--- src/rtl/posit_pkg.sv ---
// posit_pkg: shared posit decode widths, log2 helper and decoded result type
package posit_pkg;
  function automatic int log2(input int v);
    int r;
    r = 0;
    for (int i = 0; i < 31; i++) if ((1 << i) < v) r = i + 1;
    return r;
  endfunction
  localparam int PN = 16;
  localparam int PES = 2;
  localparam int PBS = log2(PN);
  localparam int SW = PBS + PES + 2;
  typedef struct packed {
    logic sign;
    logic zero;
    logic nar;
    logic [SW-1:0] scale;
    logic [PN-PES-1:0] frac;
  } posit_dec_t;
endpackage

--- src/rtl/data_extract.sv ---
// data_extract: splits a positive posit magnitude (sign bit dropped) into regime, exponent and fraction
module data_extract import posit_pkg::*; #(
  parameter int N = PN,
  parameter int es = PES
) (
  input  logic [N-2:0]       mag_i,
  output logic               rc_o,
  output logic [log2(N)-1:0] regime_o,
  output logic [es-1:0]      exp_o,
  output logic [N-es-1:0]    frac_o
);
  localparam int BS = log2(N);
  logic [BS:0] m;
  logic run;
  logic [N-2:0] rem;
  // length of the run of bits equal to the first regime bit
  always_comb begin
    m = '0;
    run = 1'b1;
    for (int i = N-2; i >= 0; i--) begin
      run = run & (mag_i[i] == mag_i[N-2]);
      m = m + {{BS{1'b0}}, run};
    end
  end
  assign rem = mag_i << (m + 1'b1);
  assign rc_o = mag_i[N-2];
  assign regime_o = rc_o ? m[BS-1:0] - 1'b1 : m[BS-1:0];
  assign exp_o = rem[N-2 -: es];
  assign frac_o = {rem[N-2-es:0], 1'b0};
endmodule

--- src/rtl/posit_decode_stage.sv ---
// posit_decode_stage: two-stage valid/ready posit unpacker producing sign, flags, scale and fraction
module posit_decode_stage import posit_pkg::*; #(
  parameter int N = PN,
  parameter int es = PES,
  parameter int TAG_W = 8
) (
  input  logic                    clk,
  input  logic                    reset_n,
  input  logic                    in_valid,
  output logic                    in_ready,
  input  logic [N-1:0]            in_data,
  input  logic [TAG_W-1:0]        in_tag,
  output logic                    out_valid,
  input  logic                    out_ready,
  output logic                    out_sign,
  output logic                    out_zero,
  output logic                    out_nar,
  output logic [log2(N)+es+1:0]   out_scale,
  output logic [N-es-1:0]         out_frac,
  output logic [TAG_W-1:0]        out_tag
);
  localparam int BS = log2(N);
  logic v1_q, v2_q, v1_d, v2_d, adv2, acc;
  logic sign1_q, zero1_q, nar1_q;
  logic [N-2:0] mag_q, mag_d;
  logic [TAG_W-1:0] tag1_q, tag2_q;
  posit_dec_t dec_q, dec_d;
  logic rc;
  logic [BS-1:0] regime;
  logic [es-1:0] ex;
  logic [N-es-1:0] frac;
  logic [SW-1:0] kv, k;
  assign adv2 = !v2_q || out_ready;
  assign in_ready = !v1_q || adv2;
  assign acc = in_valid && in_ready;
  assign v1_d = acc || (v1_q && !adv2);
  assign v2_d = adv2 ? v1_q : v2_q;
  assign mag_d = (in_data[N-2:0] ^ {(N-1){in_data[N-1]}}) + {{(N-2){1'b0}}, in_data[N-1]};
  data_extract #(.N(N), .es(es)) u_extract (
    .mag_i(mag_q),
    .rc_o(rc),
    .regime_o(regime),
    .exp_o(ex),
    .frac_o(frac)
  );
  // stage-2 decode: signed scale from regime and exponent, specials forced to zero scale/fraction
  always_comb begin
    kv = {{(SW-BS){1'b0}}, regime};
    k = rc ? kv : -kv;
    dec_d.sign = sign1_q;
    dec_d.zero = zero1_q;
    dec_d.nar = nar1_q;
    dec_d.scale = (zero1_q || nar1_q) ? '0 : (k << es) + {{(SW-es){1'b0}}, ex};
    dec_d.frac = (zero1_q || nar1_q) ? '0 : frac;
  end
  // pipeline registers: stage 1 loads on accept, stage 2 loads when it can advance
  always_ff @(posedge clk or negedge reset_n) begin
    if (!reset_n) begin
      v1_q <= 1'b0;
      v2_q <= 1'b0;
      sign1_q <= 1'b0;
      zero1_q <= 1'b0;
      nar1_q <= 1'b0;
      mag_q <= '0;
      tag1_q <= '0;
      dec_q <= '0;
      tag2_q <= '0;
    end else begin
      v1_q <= v1_d;
      v2_q <= v2_d;
      if (acc) begin
        sign1_q <= in_data[N-1];
        zero1_q <= in_data == '0;
        nar1_q <= in_data == {1'b1, {(N-1){1'b0}}};
        mag_q <= mag_d;
        tag1_q <= in_tag;
      end
      if (adv2 && v1_q) begin
        dec_q <= dec_d;
        tag2_q <= tag1_q;
      end
    end
  end
  assign out_valid = v2_q;
  assign out_sign = dec_q.sign;
  assign out_zero = dec_q.zero;
  assign out_nar = dec_q.nar;
  assign out_scale = dec_q.scale;
  assign out_frac = dec_q.frac;
  assign out_tag = tag2_q;
endmodule

--- config.mk ---
export PLATFORM = sky130hd
export DESIGN_NAME = posit_decode_stage
export DESIGN_NICKNAME = d
export VERILOG_FILES = /design/src/rtl/posit_pkg.sv /design/src/rtl/data_extract.sv /design/src/rtl/posit_decode_stage.sv
export SDC_FILE = /design/constraint.sdc
export NUM_CORES = 1
export LEC_CHECK = 0
export BUFFER_PORTS_ARGS = -buffer_cell sky130_fd_sc_hd__buf_2
export CAP_MARGIN = 20
export CELL_PAD_IN_SITES_DETAIL_PLACEMENT = 0
export CELL_PAD_IN_SITES_GLOBAL_PLACEMENT = 2
export CORE_ASPECT_RATIO = 1.4
export CORE_MARGIN = 4
export CORE_UTILIZATION = 40
export DETAILED_ROUTE_END_ITERATION = 16
export GPL_ROUTABILITY_DRIVEN = 0
export GPL_TIMING_DRIVEN = 0
export PLACE_DENSITY_LB_ADDON = 0.1
export REMOVE_ABC_BUFFERS = 1
export SYNTH_ARGS = -nofsm -noshare
export SYNTH_HDL_FRONTEND = slang
export SYNTH_SLANG_ARGS = --single-unit
--- constraint.sdc ---
create_clock -name clk -period 12.3 [get_ports clk]
set_clock_uncertainty 0.2 [all_clocks]
set_input_delay 1.23 -clock clk [delete_from_list [all_inputs] [get_ports clk]]
set_output_delay 1.23 -clock clk [all_outputs]
set_load 0.005 [all_outputs]
==> results by group <==
Placement
  – HPWL after DPL: 7300 um
  – Port Buffers: slightly above 60
  – Pre-CTS WS: 4.86 ns

Synthesis
  – Yosys cell types: 61
  – Cell taking the most area after synthesis: dfrtp_1
  – EDFF count, synth: 0
  – Cell Area, Synth: 4160 sq um
  – Cell count after synthesis: 400
  – Synth top area share: 0.361
  – Register bit count reported by yosys: 60
  – Synth area leaders: dfrtp_1, mux2_2, mux4_2
  – Ys flop type: dfrtp_1
  – Synth Area per Inst: 10.4 sq um
  – Ys async rst share: 1.00
  – Synth Warn #: 0
  – Sequential share of the synthesized area: 0.361

Floorplan
  – Initial Utilization: 0.414
  – Chip width: around 94 um
  – Row Count: 43
  – I/O pins: 63
  – Die Span Y: ~130 um
  – Total die area: 12100 sq um
  – Core ar.: 10100 sq um

Critical path
  – Worst Setup End Kind: flop
  – Data arrival, critical path: around 7.4 ns
  – Worst Path Max Fanout: 25
  – Crit Reg-Reg Endpoint: out_scale[1]$_DFFE_PN0P_
  – R2R setup slack: 4.90 ns
  – R2r worst-path depth: 17
  – Worst endpoint required time: between 10 and 15 ns
  – Crit Path Class: flop to flop
  – Startpoint types: flop
  – Reg2reg start: mag_q[14]$_DFFE_PN0P_

Finish
  – Most frequent cells in the layout: buf_2, dfrtp_1, nand2_1, o21ai_0, mux2_2
  – # diodes: 0
  – Commonest non-fill, non-tap cell in the layout: buf_2
  – Synth-to-layout area growth: 17.7%
  – Final net count: about 500
  – Layout cell share with drive strength beyond 1: 0.268
  – Fillers: roughly 990
  – Layout Utilization: 0.487

Pwr
  – Register share of total power: 0.245
  – Leak: roughly 2.2 nW
  – Switching Share: 0.382
  – Combinational power share: 0.550
  – VDD IR-drop max: 0.0000738 V
  – Clock network fraction of design power: 0.205
  – Pwr/cell area: 244 nW/um^2
  – Psw: 0.457 mW
  – Internal: 0.739 mW
  – Total power: roughly 1.2 mW

Global route
  – Initial antenna violation count: 0
  – Number of global-route vias before repair: 3060
  – Largest net degree at the start of global routing: 40
  – GRT Residual Overflow: 0
  – Global-route wire length before repair: 15400 um
  – GRT Resource Usage Total: 0.164

Clock tree
  – Clock Pin Slew Worst Setup and Hold Paths: 0.05 ns
  – H-tree depth: 3
  – CTS Hold Buffers Added: 0
  – Post-CTS Repair Setup Buffers: 0
  – Number of buffers created by CTS: 9
  – Clock sink total: 60
  – CTS tree: done
  – Longest Clk Path Bufs: 2
  – Resize count post-CTS: 0
  – Later-pin clock latency in the skew report: around 0.33 ns
  – CTS root buffer: clkbuf_16

Drt
  – Post-DRT Antenna Nets: 0
  – Vias: 3174
  – Initial DRC count: around 140
  – DR pass1 iterations: 4
  – Drt drc: 0
  – Final WL: 9290 um
  – Vias per cell: 5.34
  – Wire length per cell: 15.6 um

Min path
  – Class of the worst hold path: flop to flop
  – Hold Path Sink: out_scale[7]$_DFFE_PN0P_
  – HP Start: out_scale[7]$_DFFE_PN0P_
  – Hold path depth: 2

Timing
  – Slew HR: 0.382
  – Max Slew Vio Count: 0
  – RSZ-0062 raised after global routing: no
  – Setup ws final: 4.90 ns
  – Tmin final: 7.40 ns
  – Worst-Margin Slew: between 0.9 and 1 ns
  – Final hold viol count: 0
  – Setup TNS: 0 ns
  – Max Freq: 0.135 GHz
  – Tcrit/Tclk final: 0.602
  – Final Setup Violations: 0

Flow run
  – Max Cap Viol: 0

Run status
  – Status: finished clean
layer usage:
layer	vias up	share of wire	global-route usage
met5	-	0	0
met2	62	0.54	0.291
met1	1528	0.41	0.198
met4	0	0.013	0.0510
met3	7	0.035	0.0322
li1	1577	-	-
power by group through the flow:
stage               registers (mW)  logic, mW  clock network (mW)
floorplan                    0.292      0.507                   0
global placement             0.295      0.657                   0
detailed placement           0.297      0.668                   0
CTS                          0.294      0.669               0.250
global route                 0.301      0.741               0.261
finish                       0.293      0.657               0.245
critical path: stages (launching register included):
cell and delay [ns]:
dfrtp_1 0.95, nand3_1 0.16, a2bb2o_1 0.38, o221a_2 0.24, o21ai_0 0.24, nand2b_1 0.26
fa_1 0.56, fa_1 0.45, fa_1 0.49, fa_1 0.49, inv_1 0.04, ha_1 0.78
ha_1 0.77, mux2_2 0.42, a22o_1 0.28, mux2i_1 0.23, mux2i_1 0.12, a22o_1 0.20
synthesized netlist by cell type, drive strengths merged (2+ instances only):
cell,instances
a2111oi,3
a211oi,3
a21o,8
a21oi,12
a22o,13
a31oi,2
a41o,2
and2,2
and3,4
and3b,3
buf,13
clkbuf,8
dfrtp,60
fa,8
ha,13
inv,18
mux2,23
mux2i,19
mux4,11
nand2,37
nand2b,9
nand3,7
nand3b,6
nand4,3
nor2,17
nor3,9
nor3b,2
nor4,4
o211ai,2
o21a,2
o21ai,26
o31ai,3
xnor2,19
xor2,10
state kept, by name, summed over array words and instances (netlist names):
register and cells:
nar1_q 1, out_scale 8, sign1_q 1, mag_q 15, out_valid 1, out_tag 8, zero1_q 1, out_sign 1
v1_q 1, out_nar 1, out_frac 13, out_zero 1, tag1_q 8
area by class of cell:
type                       count  area, sq um  share of cell area
inverter                      18         67.6              0.0138
clock inverter                 6         63.8              0.0130
sequential                    60         1500               0.307
multi-input combinational    301         2490               0.508
timing repair buffer          64          380              0.0777
tap                          135          169              0.0345
clock buffer                  10          229              0.0468
per-stage QoR:
stage	hold slack [ns]	instances	cell area [sq um]
5_1_grt	0.280	594	4900
2_1_floorplan	0.246	379	4060
3_3_place_gp	0.254	575	4530
6_report	0.264	594	4900
3_5_place_dp	0.261	578	4600
4_1_cts	0.273	594	4900
kinds of logic (layout without fill, tap and decap cells):
group           count (synthesis)  after routing  synth area share
simple gates                  109            109             0.135
buf+inv                        39             98            0.0418
other cells                     1              1          0.000901
mux                            53             53             0.167
fa+ha+maj                      21             21            0.0776
compound gates                 87             87             0.150
xor+xnor                       30             30            0.0664
flops                          60             60             0.361
worst max-delay path by stage:
stage,cells past startpoint,end,start,slack [ns]
final,17,out_scale[1]$_DFFE_PN0P_,mag_q[14]$_DFFE_PN0P_,4.90
after detailed placement,17,out_scale[1]$_DFFE_PN0P_,mag_q[14]$_DFFE_PN0P_,4.86
after global placement,17,out_scale[1]$_DFFE_PN0P_,mag_q[14]$_DFFE_PN0P_,4.90
after global routing,17,out_scale[1]$_DFFE_PN0P_,mag_q[14]$_DFFE_PN0P_,4.37
after CTS,17,out_scale[1]$_DFFE_PN0P_,mag_q[14]$_DFFE_PN0P_,4.84
after floorplan,18,out_scale[1]$_DFFE_PN0P_,mag_q[14]$_DFFE_PN0P_,5.76
No activity file was read; power rests on OpenSTA's default activity.
